===== src/rtl/ddr2_read_dqs_responder.sv =====
// Memory-side DDR2 read responder: queues decoded READs and, CAS_LATENCY cycles later,
// drives preamble, a BURST_LEN beat burst with toggling DQS, and a postamble.
module ddr2_read_dqs_responder #(
  parameter int CAS_LATENCY = 4,
  parameter int BURST_LEN   = 4,
  parameter int DATA_WIDTH  = 16,
  parameter int MAX_PENDING = 4
) (
  input  logic                  clk,
  input  logic                  reset,
  input  logic                  cke_pad,
  input  logic                  csbar_pad,
  input  logic                  rasbar_pad,
  input  logic                  casbar_pad,
  input  logic                  webar_pad,
  input  logic [1:0]            ba_pad,
  input  logic [12:0]           addr_pad,
  output logic [DATA_WIDTH-1:0] dq_out,
  output logic                  dq_oe,
  output logic [1:0]            dqs_out,
  output logic                  dqs_oe,
  output logic                  burst_active,
  output logic                  overflow_err,
  output logic                  collision_err,
  output logic [15:0]           rd_count
);

  localparam int PW = (MAX_PENDING > 1) ? $clog2(MAX_PENDING) : 1;
  localparam int CW = $clog2(MAX_PENDING + 1);
  localparam int BW = $clog2(BURST_LEN);
  localparam int SW = (DATA_WIDTH > 12) ? DATA_WIDTH : 12;
  localparam logic [PW-1:0] PTR_LAST  = PW'(MAX_PENDING - 1);
  localparam logic [CW-1:0] CNT_FULL  = CW'(MAX_PENDING);
  localparam logic [BW-1:0] BEAT_LAST = BW'(BURST_LEN - 1);
  localparam logic [15:0]   CL16      = 16'(CAS_LATENCY);

  typedef enum logic [1:0] {S_IDLE, S_PRE, S_BURST, S_POST} state_t;

  state_t state, state_n;

  logic [1:0]  q_ba  [MAX_PENDING];
  logic [9:0]  q_col [MAX_PENDING];
  logic [15:0] q_due [MAX_PENDING];
  logic [PW-1:0] rd_ptr, wr_ptr;
  logic [CW-1:0] count;
  logic [15:0]   cyc;

  logic [BW-1:0] beat, beat_n;
  logic [11:0]   act_addr, act_addr_n;

  logic is_read, full, push, pop, collide, rd_inc;
  logic head_valid, due_now, due_next, due_late, last_beat;
  logic [15:0] head_diff;

  logic [DATA_WIDTH-1:0] dq_n;
  logic [SW-1:0]         dq_sum;
  logic dq_oe_n, dqs_n, dqs_oe_n, active_n;
  logic unused_addr_hi;

  assign unused_addr_hi = ^addr_pad[12:10];

  function automatic logic [PW-1:0] ptr_inc(input logic [PW-1:0] p);
    return (p == PTR_LAST) ? '0 : p + 1'b1;
  endfunction

  assign is_read    = cke_pad & ~csbar_pad & rasbar_pad & ~casbar_pad & webar_pad;
  assign full       = (count == CNT_FULL);
  assign push       = is_read & ~full;
  assign head_valid = (count != '0);

  // Wrap-safe: distance from now to the head's first beat, read as a signed 16-bit value.
  assign head_diff  = q_due[rd_ptr] - cyc;
  assign due_now    = head_valid && (head_diff == 16'd0);
  assign due_next   = head_valid && (head_diff == 16'd1);
  assign due_late   = head_valid && head_diff[15];
  assign last_beat  = (beat == BEAT_LAST);

  always_comb begin
    state_n    = state;
    beat_n     = beat;
    act_addr_n = act_addr;
    pop        = 1'b0;
    collide    = 1'b0;
    case (state)
      S_IDLE: begin
        if (due_next) begin
          state_n = S_PRE;
        end else if (due_now || due_late) begin
          pop     = 1'b1;
          collide = 1'b1;
        end
      end
      S_PRE: begin
        if (head_valid) begin
          pop        = 1'b1;
          state_n    = S_BURST;
          beat_n     = '0;
          act_addr_n = {q_ba[rd_ptr], q_col[rd_ptr]};
        end else begin
          state_n = S_IDLE;
        end
      end
      S_BURST: begin
        if (last_beat) begin
          if (due_now) begin
            pop        = 1'b1;
            beat_n     = '0;
            act_addr_n = {q_ba[rd_ptr], q_col[rd_ptr]};
          end else begin
            // A head due one cycle later turns the postamble into its preamble.
            state_n = S_POST;
            if (due_late) begin
              pop     = 1'b1;
              collide = 1'b1;
            end
          end
        end else begin
          beat_n = beat + 1'b1;
          if (due_now || due_late) begin
            pop     = 1'b1;
            collide = 1'b1;
          end
        end
      end
      S_POST: begin
        if (due_now) begin
          pop        = 1'b1;
          state_n    = S_BURST;
          beat_n     = '0;
          act_addr_n = {q_ba[rd_ptr], q_col[rd_ptr]};
        end else if (due_next) begin
          state_n = S_PRE;
        end else begin
          state_n = S_IDLE;
          if (due_late) begin
            pop     = 1'b1;
            collide = 1'b1;
          end
        end
      end
      default: state_n = S_IDLE;
    endcase
  end

  always_comb begin
    dq_n     = '0;
    dq_sum   = '0;
    dq_oe_n  = 1'b0;
    dqs_n    = 1'b0;
    dqs_oe_n = 1'b0;
    active_n = 1'b0;
    case (state_n)
      S_PRE, S_POST: dqs_oe_n = 1'b1;
      S_BURST: begin
        dq_oe_n  = 1'b1;
        dqs_oe_n = 1'b1;
        active_n = 1'b1;
        dqs_n    = ~beat_n[0];
        dq_sum   = SW'(act_addr_n) + SW'(beat_n);
        dq_n     = dq_sum[DATA_WIDTH-1:0];
      end
      default: ;
    endcase
  end

  assign rd_inc = (state_n == S_BURST) && (beat_n == BEAT_LAST);

  always_ff @(posedge clk or posedge reset) begin
    if (reset) begin
      state         <= S_IDLE;
      beat          <= '0;
      act_addr      <= '0;
      cyc           <= '0;
      rd_ptr        <= '0;
      wr_ptr        <= '0;
      count         <= '0;
      dq_out        <= '0;
      dq_oe         <= 1'b0;
      dqs_out       <= '0;
      dqs_oe        <= 1'b0;
      burst_active  <= 1'b0;
      overflow_err  <= 1'b0;
      collision_err <= 1'b0;
      rd_count      <= '0;
    end else begin
      state        <= state_n;
      beat         <= beat_n;
      act_addr     <= act_addr_n;
      cyc          <= cyc + 16'd1;
      if (push) wr_ptr <= ptr_inc(wr_ptr);
      if (pop)  rd_ptr <= ptr_inc(rd_ptr);
      count        <= count + CW'(push) - CW'(pop);
      dq_out       <= dq_n;
      dq_oe        <= dq_oe_n;
      dqs_out      <= {2{dqs_n}};
      dqs_oe       <= dqs_oe_n;
      burst_active <= active_n;
      if (is_read && full) overflow_err <= 1'b1;
      if (collide) collision_err <= 1'b1;
      if (rd_inc) rd_count <= rd_count + 16'd1;
    end
  end

  always_ff @(posedge clk) begin
    if (push) begin
      q_ba[wr_ptr]  <= ba_pad;
      q_col[wr_ptr] <= addr_pad[9:0];
      q_due[wr_ptr] <= cyc + CL16;
    end
  end

endmodule

===== config.mk =====
export PLATFORM = sky130hd
export DESIGN_NAME = ddr2_read_dqs_responder
export DESIGN_NICKNAME = d
export VERILOG_FILES = /design/src/rtl/ddr2_read_dqs_responder.sv
export SDC_FILE = /design/constraint.sdc
export NUM_CORES = 1
export LEC_CHECK = 0
export CAP_MARGIN = 20
export CORE_MARGIN = 2
export CORE_UTILIZATION = 40
export DETAILED_ROUTE_END_ITERATION = 16
export PLACE_DENSITY_LB_ADDON = 0.1
export SKIP_CTS_REPAIR_TIMING = 1
export SYNTH_ARGS = -nofsm -noshare
export SYNTH_HDL_FRONTEND = slang
export SYNTH_SLANG_ARGS = --single-unit

===== constraint.sdc =====
create_clock -name clk -period 7.7 [get_ports clk]
set_input_delay 1.155 -clock clk [delete_from_list [all_inputs] [get_ports clk]]
set_output_delay 1.155 -clock clk [all_outputs]
set_load 0.02 [all_outputs]

==> metrics.txt <==
class of the worst hold path reg2reg; standard cell core area around 22,000 µm²; critical path launch point type flop; CP Class reg2reg; final non-filler cell area 10,470 µm²; Vias per Instance about 5.6; total area of multi-input combinational cells about 3600 µm²; leakage power summed over all cells around 3.8 nW; via count of the first global-routing pass 5,988; fmax ~160 MHz; unrepaired setup endpoints after global routing no; most common library cell in the layout ignoring fill and taps sky130_fd_sc_hd__edfxtp_1; most frequently used flop master after synthesis sky130_fd_sc_hd__edfxtp_1; worst-case headroom to the max-slew limit 0.4044; portion of the post-synthesis area used by sequential elements 0.5737; slew at the pin closest to its max-slew limit roughly 0.9 ns; fraction of the cycle the final worst path needs 0.7927; Flop pwr share 0.339; overall routed net length slightly above 20 mm; fill cell total of the finished layout about 2,000; minimum setup slack among reg-to-reg paths 1.60 ns; CTS tree yes; final clock skew ~0.0086 ns; Clk network pwr share 0.227; #FFs+latches synth 185; distinct cell type count of the synthesized netlist 74; worst setup margin roughly 1.6 ns; Sw Share 0.3843; final estimated routing congestion in global placement 0.8594; Chip Height 154.4 µm; clock buffers created by TritonCTS 17; maximum vdd drop around 0.15 mV; total power divided by cell area approximately 370 nW/µm²; Clock Root Buffer sky130_fd_sc_hd__clkbuf_16; Final Max Tran Viols 0; hold violation total from the final report 0; internal power roughly 2.4 mW; area growth from synthesis to layout 15.70%; time the worst path needs with I/O delays and setup between 6 and 7 ns; router iterations before antenna repair 6; post-placement worst setup slack about 1.6 ns; maximum clock path buffer count 2; Post-DRT Antenna Nets 0; average wire length per cell after detail routing between 15 and 20 µm; endpoint kind of the worst setup timing path flop; IO Count 61; gate count after technology mapping ~700; Std-Cell Rows 55; overall die area 23,830 µm²; effective utilization at floorplan 0.4032; global routing usage summed across all routing layers 0.1782; arrival time worst endpoint 6.42 ns; standard cell area after detailed placement a little under 10,000 µm²; global-route wire length before repair approximately 33 mm; Syn Area/Cell between 10 and 15 µm²; final number of setup-violating endpoints 0; area taken by flip-flops and latches just over 5000 µm²; clock latency at the later pin of the worst-skew pair ~0.43 ns; commonest cells after routing, fill and taps aside 112 x sky130_fd_sc_hd__edfxtp_1, 72 x sky130_fd_sc_hd__dfrtp_1, 54 x sky130_fd_sc_hd__clkdlybuf4s50_1; ys async rst share 0.3946; number of clock sinks around 190; via count of the routed design approximately 5,900; diode insertion count for antenna repair 0; Horiz. Die Dim 154.4 µm; initial antenna violation count 0; clk slew on worst S/H paths 0.07 ns; DRC violations left 0; setup total negative slack 0 ns; MaxCap Viol Count 0; Synth Cell Area just over 9000 µm²; detailed placer's ending HPWL 13.66 mm; maximum number of pins on one net before global-route repair between 70 and 80; remaining global-route overflow 0; post-layout net count roughly 800; share of post-route cells with drive strength above 1 0.1156; Psw between 1 and 1.5 mW; required time worst endpoint about 8 ns; yosys synthesis warning count 0; crit path max fanout 21; Comb power frac 0.434; DRC marker count from the first detailed-route iteration ~410; outcome completed; number of flops mapped to enable cells by yosys about 110; number of levels the H-tree was split into 4; I/O Buffers 54
[cell families (layout without fill, tap and decap cells)]
family	count (synthesis)	in the layout	synth area share
AO/OA/AOI/OAI	134	134	0.1024
AND/OR/NAND/NOR	192	192	0.1126
other	1	3	0.0004145
adder cells (fa/ha/maj)	31	31	0.04537
flip-flops	185	185	0.5737
multiplexers	39	39	0.08160
XOR/XNOR	54	54	0.05228
buffers and inverters	68	132	0.03167
[flip-flops by register name, summed over array words and instances, names as in the netlist]
name / cells
act_addr: 12
rd_count: 16
overflow_err: 1
q_ba: 8
dqs_out: 1
count: 3
rd_ptr: 2
cyc: 16
q_due: 64
burst_active: 1
wr_ptr: 2
dqs_oe: 1
state: 2
dq_out: 13
q_col: 40
beat: 2
collision_err: 1
[worst max-delay path, cell delays in order, from the launching register on]
cell and delay, ns:
sky130_fd_sc_hd__dfrtp_1 0.77, sky130_fd_sc_hd__buf_4 0.45, sky130_fd_sc_hd__mux4_2 0.36, sky130_fd_sc_hd__ha_1 0.43
sky130_fd_sc_hd__a21oi_1 0.24, sky130_fd_sc_hd__or2_1 0.15, sky130_fd_sc_hd__nor2_1 0.04, sky130_fd_sc_hd__or4_1 0.41
sky130_fd_sc_hd__nor4_1 0.43, sky130_fd_sc_hd__and3_1 0.48, sky130_fd_sc_hd__nand2_1 0.36, sky130_fd_sc_hd__a21oi_1 0.24
sky130_fd_sc_hd__o22ai_1 0.10, sky130_fd_sc_hd__o2bb2ai_1 0.20, sky130_fd_sc_hd__ha_1 0.27, sky130_fd_sc_hd__fa_1 0.41
sky130_fd_sc_hd__inv_1 0.08, sky130_fd_sc_hd__a221oi_1 0.06, sky130_fd_sc_hd__nand2_1 0.21, sky130_fd_sc_hd__nor3_1 0.07
sky130_fd_sc_hd__o21a_1 0.19
[cells in the mapped netlist, types with 17 or more instances]
cell                       instances  area share
sky130_fd_sc_hd__nand2_1          43       0.018
sky130_fd_sc_hd__edfxtp_1        112        0.37
sky130_fd_sc_hd__mux4_2           27       0.067
sky130_fd_sc_hd__o21ai_0          24       0.013
sky130_fd_sc_hd__a21oi_1          42       0.023
sky130_fd_sc_hd__nand3_1          25       0.014
sky130_fd_sc_hd__nor2_1           34       0.014
sky130_fd_sc_hd__xnor2_1          43       0.042
sky130_fd_sc_hd__ha_1             28       0.039
sky130_fd_sc_hd__inv_1            41       0.017
sky130_fd_sc_hd__and3_1           17       0.012
sky130_fd_sc_hd__dfrtp_1          73        0.20
[metal layers]
layer  up-vias  global-route usage  routed length, µm
met3        23             0.03670                907
li1       2743                   -                  -
met4         0             0.05732                311
met2       155              0.2795               9543
met5         -                   0                  0
met1      2939              0.2505               9583
[path summary, 6_finish.rpt]
check	from	end	depth (start not counted)
worst min register to register	rd_count[15]	rd_count[15]	1
worst max register to register	rd_ptr[1]	dq_out[8]	20
min in group asynchronous	reset	cyc[2]	3
worst min-delay path	rd_count[15]	rd_count[15]	1
worst max-delay path	rd_ptr[1]	dq_out[8]	20
max in group asynchronous	reset	rd_ptr[0]	4
[metrics by stage]
stage / instances / total power, mW / hold WS, ns / util
floorplan: 706 / 2.498 / 0.4583 / -
global placement: 1022 / 2.934 / 0.4543 / 0.4393
detailed placement: 1022 / 2.973 / 0.4628 / 0.4393
CTS: 1054 / 3.856 / 0.4790 / 0.4653
global route: 1055 / 4.088 / 0.4863 / 0.4665
finish: 1055 / 3.823 / 0.4735 / 0.4665
[power by group through the flow]
stage | Sequential [mW] | Clock, mW | Combinational (mW)
after floorplan | 1.30 | 0 | 1.20
after global placement | 1.31 | 0 | 1.62
after detailed placement | 1.32 | 0 | 1.66
after CTS | 1.30 | 0.894 | 1.66
after global routing | 1.32 | 0.935 | 1.84
final | 1.29 | 0.868 | 1.66
[layout make-up]
type	count	area share
well taps	285	0.03407
multi-input cells	453	0.3423
inverters	41	0.01482
clock buffers	19	0.04232
clock inverters	13	0.01339
repair buffers	59	0.05714
flip-flops and latches	185	0.4960
Power figures use the tool's default switching activity.
